## src/rtl/oled_spi_if.sv

```systemverilog
// SPI pin bundle of the PmodOLED link plus the decoded byte/pixel stream of the receiver.
interface oled_spi_if;
   localparam int unsigned BYTE_W = 8;
   localparam int unsigned PIX_W  = 16;
   localparam int unsigned IDX_W  = 13;

   logic              cs;
   logic              sclk;
   logic              sdin;
   logic              d_cn;
   logic              cmd_valid;
   logic [BYTE_W-1:0] cmd_byte;
   logic              pix_valid;
   logic [PIX_W-1:0]  pix_data;
   logic [IDX_W-1:0]  pix_index;
   logic              frame_done;
   logic              frame_err;

   modport master (
      output cs, sclk, sdin, d_cn,
      input  cmd_valid, cmd_byte, pix_valid, pix_data, pix_index, frame_done, frame_err
   );

   modport slave (
      input  cs, sclk, sdin, d_cn,
      output cmd_valid, cmd_byte, pix_valid, pix_data, pix_index, frame_done, frame_err
   );
endinterface

```

## src/rtl/oled_spi_rx.sv

```systemverilog
// Mode-3 SPI slave for the PmodOLED pixel stream: splits command bytes from data
// bytes and reassembles RGB565 pixels with their linear index in the frame.
module oled_spi_rx #(
   parameter int unsigned SCREEN_W    = 96,
   parameter int unsigned SCREEN_H    = 64,
   parameter int unsigned SYNC_STAGES = 2
) (
   input logic     clk,
   input logic     resetn,
   oled_spi_if.slave spi
);

   localparam int unsigned BYTE_W   = 8;
   localparam int unsigned PIX_W    = 16;
   localparam int unsigned IDX_W    = 13;
   localparam int unsigned CNT_W    = 3;
   localparam int unsigned NPIX     = SCREEN_W * SCREEN_H;
   localparam logic [IDX_W-1:0] LAST_IDX = IDX_W'(NPIX - 1);

   logic [SYNC_STAGES-1:0] cs_sync, sclk_sync, sdin_sync, dcn_sync;
   logic                   cs_s, sclk_s, sdin_s, d_cn_s, sclk_prev;
   logic                   edge_c;

   logic [BYTE_W-1:0] shift_reg, shift_n;
   logic [CNT_W-1:0]  bit_cnt, bit_cnt_n;
   logic              byte_rdy, byte_rdy_n;
   logic [BYTE_W-1:0] byte_val, byte_val_n;
   logic              byte_dc, byte_dc_n;
   logic              hi_pending, hi_pending_n;
   logic [BYTE_W-1:0] hi_byte, hi_byte_n;
   logic [IDX_W-1:0]  pix_cnt, pix_cnt_n;

   logic              cmd_valid_q, cmd_valid_n;
   logic [BYTE_W-1:0] cmd_byte_q, cmd_byte_n;
   logic              pix_valid_q, pix_valid_n;
   logic [PIX_W-1:0]  pix_data_q, pix_data_n;
   logic [IDX_W-1:0]  pix_index_q, pix_index_n;
   logic              frame_done_q, frame_done_n;
   logic              frame_err_q, frame_err_n;

   assign cs_s   = cs_sync[SYNC_STAGES-1];
   assign sclk_s = sclk_sync[SYNC_STAGES-1];
   assign sdin_s = sdin_sync[SYNC_STAGES-1];
   assign d_cn_s = dcn_sync[SYNC_STAGES-1];
   assign edge_c = sclk_s & ~sclk_prev;

   // Bit capture in one cycle, byte decode in the next, so outputs land one clk after the edge.
   always_comb begin
      shift_n      = shift_reg;
      bit_cnt_n    = bit_cnt;
      byte_rdy_n   = 1'b0;
      byte_val_n   = byte_val;
      byte_dc_n    = byte_dc;
      hi_pending_n = hi_pending;
      hi_byte_n    = hi_byte;
      pix_cnt_n    = pix_cnt;
      cmd_valid_n  = 1'b0;
      cmd_byte_n   = cmd_byte_q;
      pix_valid_n  = 1'b0;
      pix_data_n   = pix_data_q;
      pix_index_n  = pix_index_q;
      frame_done_n = 1'b0;
      frame_err_n  = 1'b0;

      if (cs_s) begin
         // bit_cnt clears here, so frame_err fires only on the first high cycle
         if (bit_cnt != '0) begin
            bit_cnt_n   = '0;
            frame_err_n = 1'b1;
         end
      end else if (edge_c) begin
         shift_n   = {shift_reg[BYTE_W-2:0], sdin_s};
         bit_cnt_n = bit_cnt + CNT_W'(1);
         if (bit_cnt == CNT_W'(BYTE_W - 1)) begin
            byte_rdy_n = 1'b1;
            byte_val_n = shift_n;
            byte_dc_n  = d_cn_s;
         end
      end

      if (byte_rdy) begin
         if (!byte_dc) begin
            cmd_byte_n   = byte_val;
            cmd_valid_n  = 1'b1;
            hi_pending_n = 1'b0;
            pix_cnt_n    = '0;
         end else if (!hi_pending) begin
            hi_byte_n    = byte_val;
            hi_pending_n = 1'b1;
         end else begin
            pix_data_n   = {hi_byte, byte_val};
            pix_index_n  = pix_cnt;
            pix_valid_n  = 1'b1;
            hi_pending_n = 1'b0;
            if (pix_cnt == LAST_IDX) begin
               frame_done_n = 1'b1;
               pix_cnt_n    = '0;
            end else begin
               pix_cnt_n = pix_cnt + IDX_W'(1);
            end
         end
      end
   end

   // Synchronisers idle cs/sclk high so no edge or select is seen straight out of reset.
   always_ff @(posedge clk) begin
      if (!resetn) begin
         cs_sync      <= '1;
         sclk_sync    <= '1;
         sdin_sync    <= '0;
         dcn_sync     <= '0;
         sclk_prev    <= 1'b1;
         shift_reg    <= '0;
         bit_cnt      <= '0;
         byte_rdy     <= 1'b0;
         byte_val     <= '0;
         byte_dc      <= 1'b0;
         hi_pending   <= 1'b0;
         hi_byte      <= '0;
         pix_cnt      <= '0;
         cmd_valid_q  <= 1'b0;
         cmd_byte_q   <= '0;
         pix_valid_q  <= 1'b0;
         pix_data_q   <= '0;
         pix_index_q  <= '0;
         frame_done_q <= 1'b0;
         frame_err_q  <= 1'b0;
      end else begin
         cs_sync      <= {cs_sync[SYNC_STAGES-2:0], spi.cs};
         sclk_sync    <= {sclk_sync[SYNC_STAGES-2:0], spi.sclk};
         sdin_sync    <= {sdin_sync[SYNC_STAGES-2:0], spi.sdin};
         dcn_sync     <= {dcn_sync[SYNC_STAGES-2:0], spi.d_cn};
         sclk_prev    <= sclk_s;
         shift_reg    <= shift_n;
         bit_cnt      <= bit_cnt_n;
         byte_rdy     <= byte_rdy_n;
         byte_val     <= byte_val_n;
         byte_dc      <= byte_dc_n;
         hi_pending   <= hi_pending_n;
         hi_byte      <= hi_byte_n;
         pix_cnt      <= pix_cnt_n;
         cmd_valid_q  <= cmd_valid_n;
         cmd_byte_q   <= cmd_byte_n;
         pix_valid_q  <= pix_valid_n;
         pix_data_q   <= pix_data_n;
         pix_index_q  <= pix_index_n;
         frame_done_q <= frame_done_n;
         frame_err_q  <= frame_err_n;
      end
   end

   assign spi.cmd_valid  = cmd_valid_q;
   assign spi.cmd_byte   = cmd_byte_q;
   assign spi.pix_valid  = pix_valid_q;
   assign spi.pix_data   = pix_data_q;
   assign spi.pix_index  = pix_index_q;
   assign spi.frame_done = frame_done_q;
   assign spi.frame_err  = frame_err_q;

endmodule

```

## src/flat_wrapper.sv

```systemverilog
// flat-port wrapper written by rule: the top's interface ports become plain ports
module oled_spi_rx_flat 
#(
   parameter int unsigned SCREEN_W    = 96,
   parameter int unsigned SCREEN_H    = 64,
   parameter int unsigned SYNC_STAGES = 2
)
  (clk, resetn, spi_cs, spi_sclk, spi_sdin, spi_d_cn, spi_cmd_valid, spi_cmd_byte, spi_pix_valid, spi_pix_data, spi_pix_index, spi_frame_done, spi_frame_err);
  oled_spi_if spi_i ();
  input logic clk;
  input logic resetn;
  input wire logic [$bits(spi_i.cs)-1:0] spi_cs;
  input wire logic [$bits(spi_i.sclk)-1:0] spi_sclk;
  input wire logic [$bits(spi_i.sdin)-1:0] spi_sdin;
  input wire logic [$bits(spi_i.d_cn)-1:0] spi_d_cn;
  output wire logic [$bits(spi_i.cmd_valid)-1:0] spi_cmd_valid;
  output wire logic [$bits(spi_i.cmd_byte)-1:0] spi_cmd_byte;
  output wire logic [$bits(spi_i.pix_valid)-1:0] spi_pix_valid;
  output wire logic [$bits(spi_i.pix_data)-1:0] spi_pix_data;
  output wire logic [$bits(spi_i.pix_index)-1:0] spi_pix_index;
  output wire logic [$bits(spi_i.frame_done)-1:0] spi_frame_done;
  output wire logic [$bits(spi_i.frame_err)-1:0] spi_frame_err;
  assign spi_i.cs = spi_cs;
  assign spi_i.sclk = spi_sclk;
  assign spi_i.sdin = spi_sdin;
  assign spi_i.d_cn = spi_d_cn;
  assign spi_cmd_valid = spi_i.cmd_valid;
  assign spi_cmd_byte = spi_i.cmd_byte;
  assign spi_pix_valid = spi_i.pix_valid;
  assign spi_pix_data = spi_i.pix_data;
  assign spi_pix_index = spi_i.pix_index;
  assign spi_frame_done = spi_i.frame_done;
  assign spi_frame_err = spi_i.frame_err;
  oled_spi_rx #(.SCREEN_W(SCREEN_W), .SCREEN_H(SCREEN_H), .SYNC_STAGES(SYNC_STAGES)) u_core (.clk(clk), .resetn(resetn), .spi(spi_i));
endmodule
```

## config.mk

```make
export PLATFORM = sky130hd
export DESIGN_NAME = oled_spi_rx_flat
export DESIGN_NICKNAME = d
export VERILOG_FILES = /design/src/rtl/oled_spi_if.sv /design/src/rtl/oled_spi_rx.sv /design/src/flat_wrapper.sv
export SDC_FILE = /design/constraint.sdc
export NUM_CORES = 1
export LEC_CHECK = 0
export CAP_MARGIN = 20
export CORE_MARGIN = 2
export CORE_UTILIZATION = 35
export DETAILED_ROUTE_END_ITERATION = 8
export MAX_ROUTING_LAYER = met4
export SYNTH_ARGS = -nofsm -noshare
export SYNTH_HDL_FRONTEND = slang
export SYNTH_SLANG_ARGS = --single-unit
```

## constraint.sdc

```tcl
create_clock -name clk -period 5.1 [get_ports clk]
set_clock_uncertainty 0.2 [all_clocks]
set_input_delay 1.02 -clock clk [delete_from_list [all_inputs] [get_ports clk]]
set_output_delay 1.02 -clock clk [all_outputs]
set_load 0.01 [all_outputs]
```

Word level (Yosys, flattened, before mapping)

Index checks and enable logic that the tools add are counted.

Reductions and logical operators: 14
Bitwise operators: 7
Multiplexer cells: 13
Eq/ne operators: 4
Add/subtract/negate cells: 2

Operators by type and width:

| cell                                                             | number |
|---|---|
| 13-bit 2-to-1 mux                                                | 3 |
| 13-bit by 1-bit adder with 13-bit output (second input constant) | 1 |
| 13-bit == test (second input constant)                           | 1 |
| 2-bit AND reduction                                              | 6 |
| 3-bit AND reduction                                              | 4 |
| 3-bit 2-to-1 mux                                                 | 3 |
| 1-bit 2-to-1 mux                                                 | 7 |
| 1-bit NOT                                                        | 6 |
| 2-bit != test (second input constant)                            | 2 |
| 4-bit AND reduction                                              | 1 |
| 3-bit by 1-bit adder with 3-bit output (second input constant)   | 1 |
| 3-bit == test (second input constant)                            | 1 |
| 3-bit nonzero test                                               | 1 |
| 3-bit OR reduction                                               | 1 |
| 2-bit nonzero test                                               | 1 |
| 1-bit AND                                                        | 1 |

Bits in registers: 92
Output and inout port bits: 41

Longest topological paths before layout

Depth in word-level cells: 4
Mapped depth: 6
Depth with buffers taken out: 6

Worst setup path after synthesis

OpenSTA, ideal clock, no wires.

Kind: input port to flip-flop
From: input port resetn
To: register u_core.pix_cnt[9]
Path buffers: 1
Data arrival time: 1.861 ns
Library setup time: 0.079 ns
Stages on the path: 4
Setup slack: 2.960 ns
Cells stage by stage: nand4_2 -> buf_4 -> or4_1 -> o211ai_1

RTL lines:

| what                   | line               | text |
|---|---|---|
| start: declaration     | flat_wrapper.sv:11 | `input logic resetn;` |
| end signal: assignment | oled_spi_rx.sv:141 | `pix_cnt <= pix_cnt_n;` |
| end: declaration       | oled_spi_rx.sv:31  | `logic [IDX_W-1:0] pix_cnt, pix_cnt_n;` |

==> metrics.md <==
| Metric | Value |
|---|---|
| Hold slack | `about 0.22 ns` |
| Number of global-route vias before repair | `around 2600` |
| # H-tree levels | `3` |
| R2R Path End | `u_core.byte_val[6]` |
| Fraction of layout cells with a size suffix above 1 | `0.0656` |
| CP max stage delay | `0.89 ns` |
| Antenna Nets Post-Route | `0` |
| Met2 usage | `0.239` |
| Worst Path Buf+Inv | `2` |
| Total CTS buffers | `9` |
| Max Cap Viol | `0` |
| Setup ws final | `2.11 ns` |
| VDD IR max | `0.123 mV` |
| Yosys top cell by area | `dfxtp_1` |
| Net count, final | `roughly 430` |
| Commonest non-fill, non-tap cell in the layout | `nand2_1` |
| Top delay family on crit path | `compound AO/OA/AOI/OAI gates` |
| Syn nets | `~400` |
| Clk sinks | `92` |
| Die extent in x | `105 um` |
| Synth warnings | `0` |
| Yosys reg bits | `92` |
| Worst reg2reg path startpoint | `u_core.cs_sync[1]` |
| Clock transition at the registers of the reported paths | `0.08 ns` |
| Post-CTS Resized | `0` |
| Arrival time worst endpoint | `roughly 3.0 ns` |
| Worst Path Max Fanout | `53` |
| Cell area after synthesis | `0.00358 mm^2` |
| GPL Wtd Cong | `0.774` |
| Met3 Use GR | `0.0337` |
| Max stage delay cell, worst path | `a21boi_1` |
| Total die area | `0.0111 mm^2` |
| Worst hold path class | `flop to flop` |
| Post-synth EDFFs | `0` |
| Vias per cell | `roughly 4.7` |
| Residual DRC | `0` |
| Post-Place Setup Slack | `1.71 ns` |
| Die H | `between 100 and 150 um` |
| Period utilization | `0.586` |
| Endpoints failing hold | `0` |
| # rows | `36` |
| Starting density of the core | `0.363` |
| Actual slew at the worst max-slew pin | `1.03 ns` |
| Met1 Resource Use GR | `0.157` |
| Worst EP required | `slightly above 5 ns` |
| CTS Buffer Depth | `2` |
| Worst setup SP type | `input port` |
| Distinct cells, synth | `44` |
| RSZ-0062 raised after global routing | `no` |
| CTS tree | `done` |
| IO Pins | `47` |
| Hold depth | `1` |
| Final Max Tran Viols | `0` |
| WL per Instance | `12.6 um` |
| Initial antenna violation count | `0` |
| Vias | `~2600` |
| Clk_lat worst skew | `0.35 ns` |
| Status | `finished, final reports clean` |
| Top-area cell type share of the netlist area | `0.514` |
| Global-route wire length before repair | `about 12 mm` |
| CTS Root Cell | `clkbuf_8` |
| Most frequent cells in the layout | `nand2_1 (107), dfxtp_1 (92), a21boi_0 (46)` |
| Drt first pass iters | `4` |
| Core area | `around 0.01 mm^2` |
| Synth top area cells | `dfxtp_1 (51%), nand2_1 (11%), a21boi_0 (9.6%)` |
| Area Growth Syn to Fin | `20.9%` |
| Final wirelength | `7.05 mm` |
| Setup bufs post-CTS | `0` |
| Number of flip-flops under the largest register name | `16` |
| Hold endpoint | `u_core.sclk_sync[1]` |
| Hold-fix buffers, CTS | `0` |
| Port Buf Inserts | `46` |
| Mapped Cells | `387` |
| Setup TNS | `0 ns` |
| HPWL after DPL | `4.82 mm` |
| Register area share after synthesis | `0.514` |
| Total gr overflow | `0` |
| ANT cells | `0` |
| Post-synth ARST share | `0` |
| Top Usage Layer GRT | `met2` |
| CP Class | `input port to flop` |
| Slew margin rel. | `0.310` |
| Max Fclk | `334 MHz` |
| Final setup vio count | `0` |
| Initial DRC Count | `87` |
| CP Capture Type | `flop` |
| Reg2reg path depth | `4` |
| Pwr Total | `1.22 mW` |
| Total GRT Usage | `0.138` |
| Fin crit period | `2.99 ns` |
| Crit path cell chain | `buf_2, buf_4, a21boi_1, o21ai_0, o41ai_1` |
| Ys flop type | `dfxtp_1` |
| Mean Syn Cell Area | `9.26 um^2` |
| R2r setup slk | `2.96 ns` |
| Pin count of the biggest net entering global routing | `54` |
| Leak | `approximately 1.5 nW` |
| Power Density | `282 mW/mm^2` |
| HP Start | `u_core.sclk_sync[0]` |
## routing by layer
layer  wire length, um  part of all wire  up-vias
met3               178             0.025        4
met1              3240              0.46     1236
met4                49            0.0069        0
li1                  -                 -     1373
met2              3580              0.51       31
met5                 0                 0        -
## synthesized netlist by cell type, types with 2 or more instances
cell / n
nand2b_1: 9
a21boi_0: 46
inv_1: 3
nor4_1: 3
buf_2: 7
and2_1: 7
nand2_1: 107
mux2i_1: 17
nand4_2: 2
and4_2: 2
buf_4: 2
o21a_1: 2
clkbuf_1: 14
ha_1: 4
o21ai_0: 7
dfxtp_1: 92
a21oi_1: 2
or4_1: 2
nand4_1: 4
xor2_1: 3
o211ai_1: 2
a21boi_1: 2
nor2b_1: 20
nand3_1: 4
and3_1: 5
## worst register-to-register path, cell delays in order (launching register included)
cell,delay (ns)
dfxtp_1,0.34
nor3b_2,0.81
and2_1,0.45
nand2_1,0.12
a21boi_0,0.15
## how the worst max path moves through the flow
stage | start | end | slack [ns] | cells past startpoint
final | resetn | u_core.pix_cnt[8] | 2.11 | 5
after global routing | resetn | u_core.pix_cnt[8] | 1.91 | 5
after CTS | resetn | u_core.pix_cnt[8] | 2.08 | 5
after detailed placement | resetn | u_core.pix_cnt[8] | 1.71 | 5
after global placement | resetn | u_core.pix_cnt[8] | 1.82 | 5
after floorplan | resetn | u_core.pix_cnt[9] | 2.96 | 4
## stage by stage
step | utilization | instances | cell area (um^2)
after detailed placement | 0.417 | 544 | 4110
final | 0.439 | 560 | 4330
after global placement | 0.417 | 544 | 4110
after global routing | 0.439 | 560 | 4330
after CTS | 0.436 | 559 | 4300
after floorplan | - | 387 | 3580
## power breakdown
group	internal (mW)	switching (mW)	total, mW	leakage, nW
clock network	0.240	0.238	0.478	0.0931
registers	0.721	0.00124	0.722	0.743
logic	0.0118	0.0102	0.0220	0.664
total	0.972	0.250	1.22	1.50
## area by class of cell
type,count,area (um^2)
Fill cell,985,5530
Inverter,3,11.3
Multi-Input combinational cell,268,1620
Clock inverter,3,46.3
Clock buffer,12,145
Tap cell,133,166
Timing Repair Buffer,49,498
Sequential cell,92,1840
## logic make-up after synthesis
logic type,count (synthesis),synth area share
fa+ha+maj,4,0.0140
compound gates,69,0.139
simple gates,175,0.244
xor+xnor,3,0.00734
buf+inv,27,0.0332
flops,92,0.514
mux,17,0.0475
Note: power is estimated with default switching activity, not from simulation.
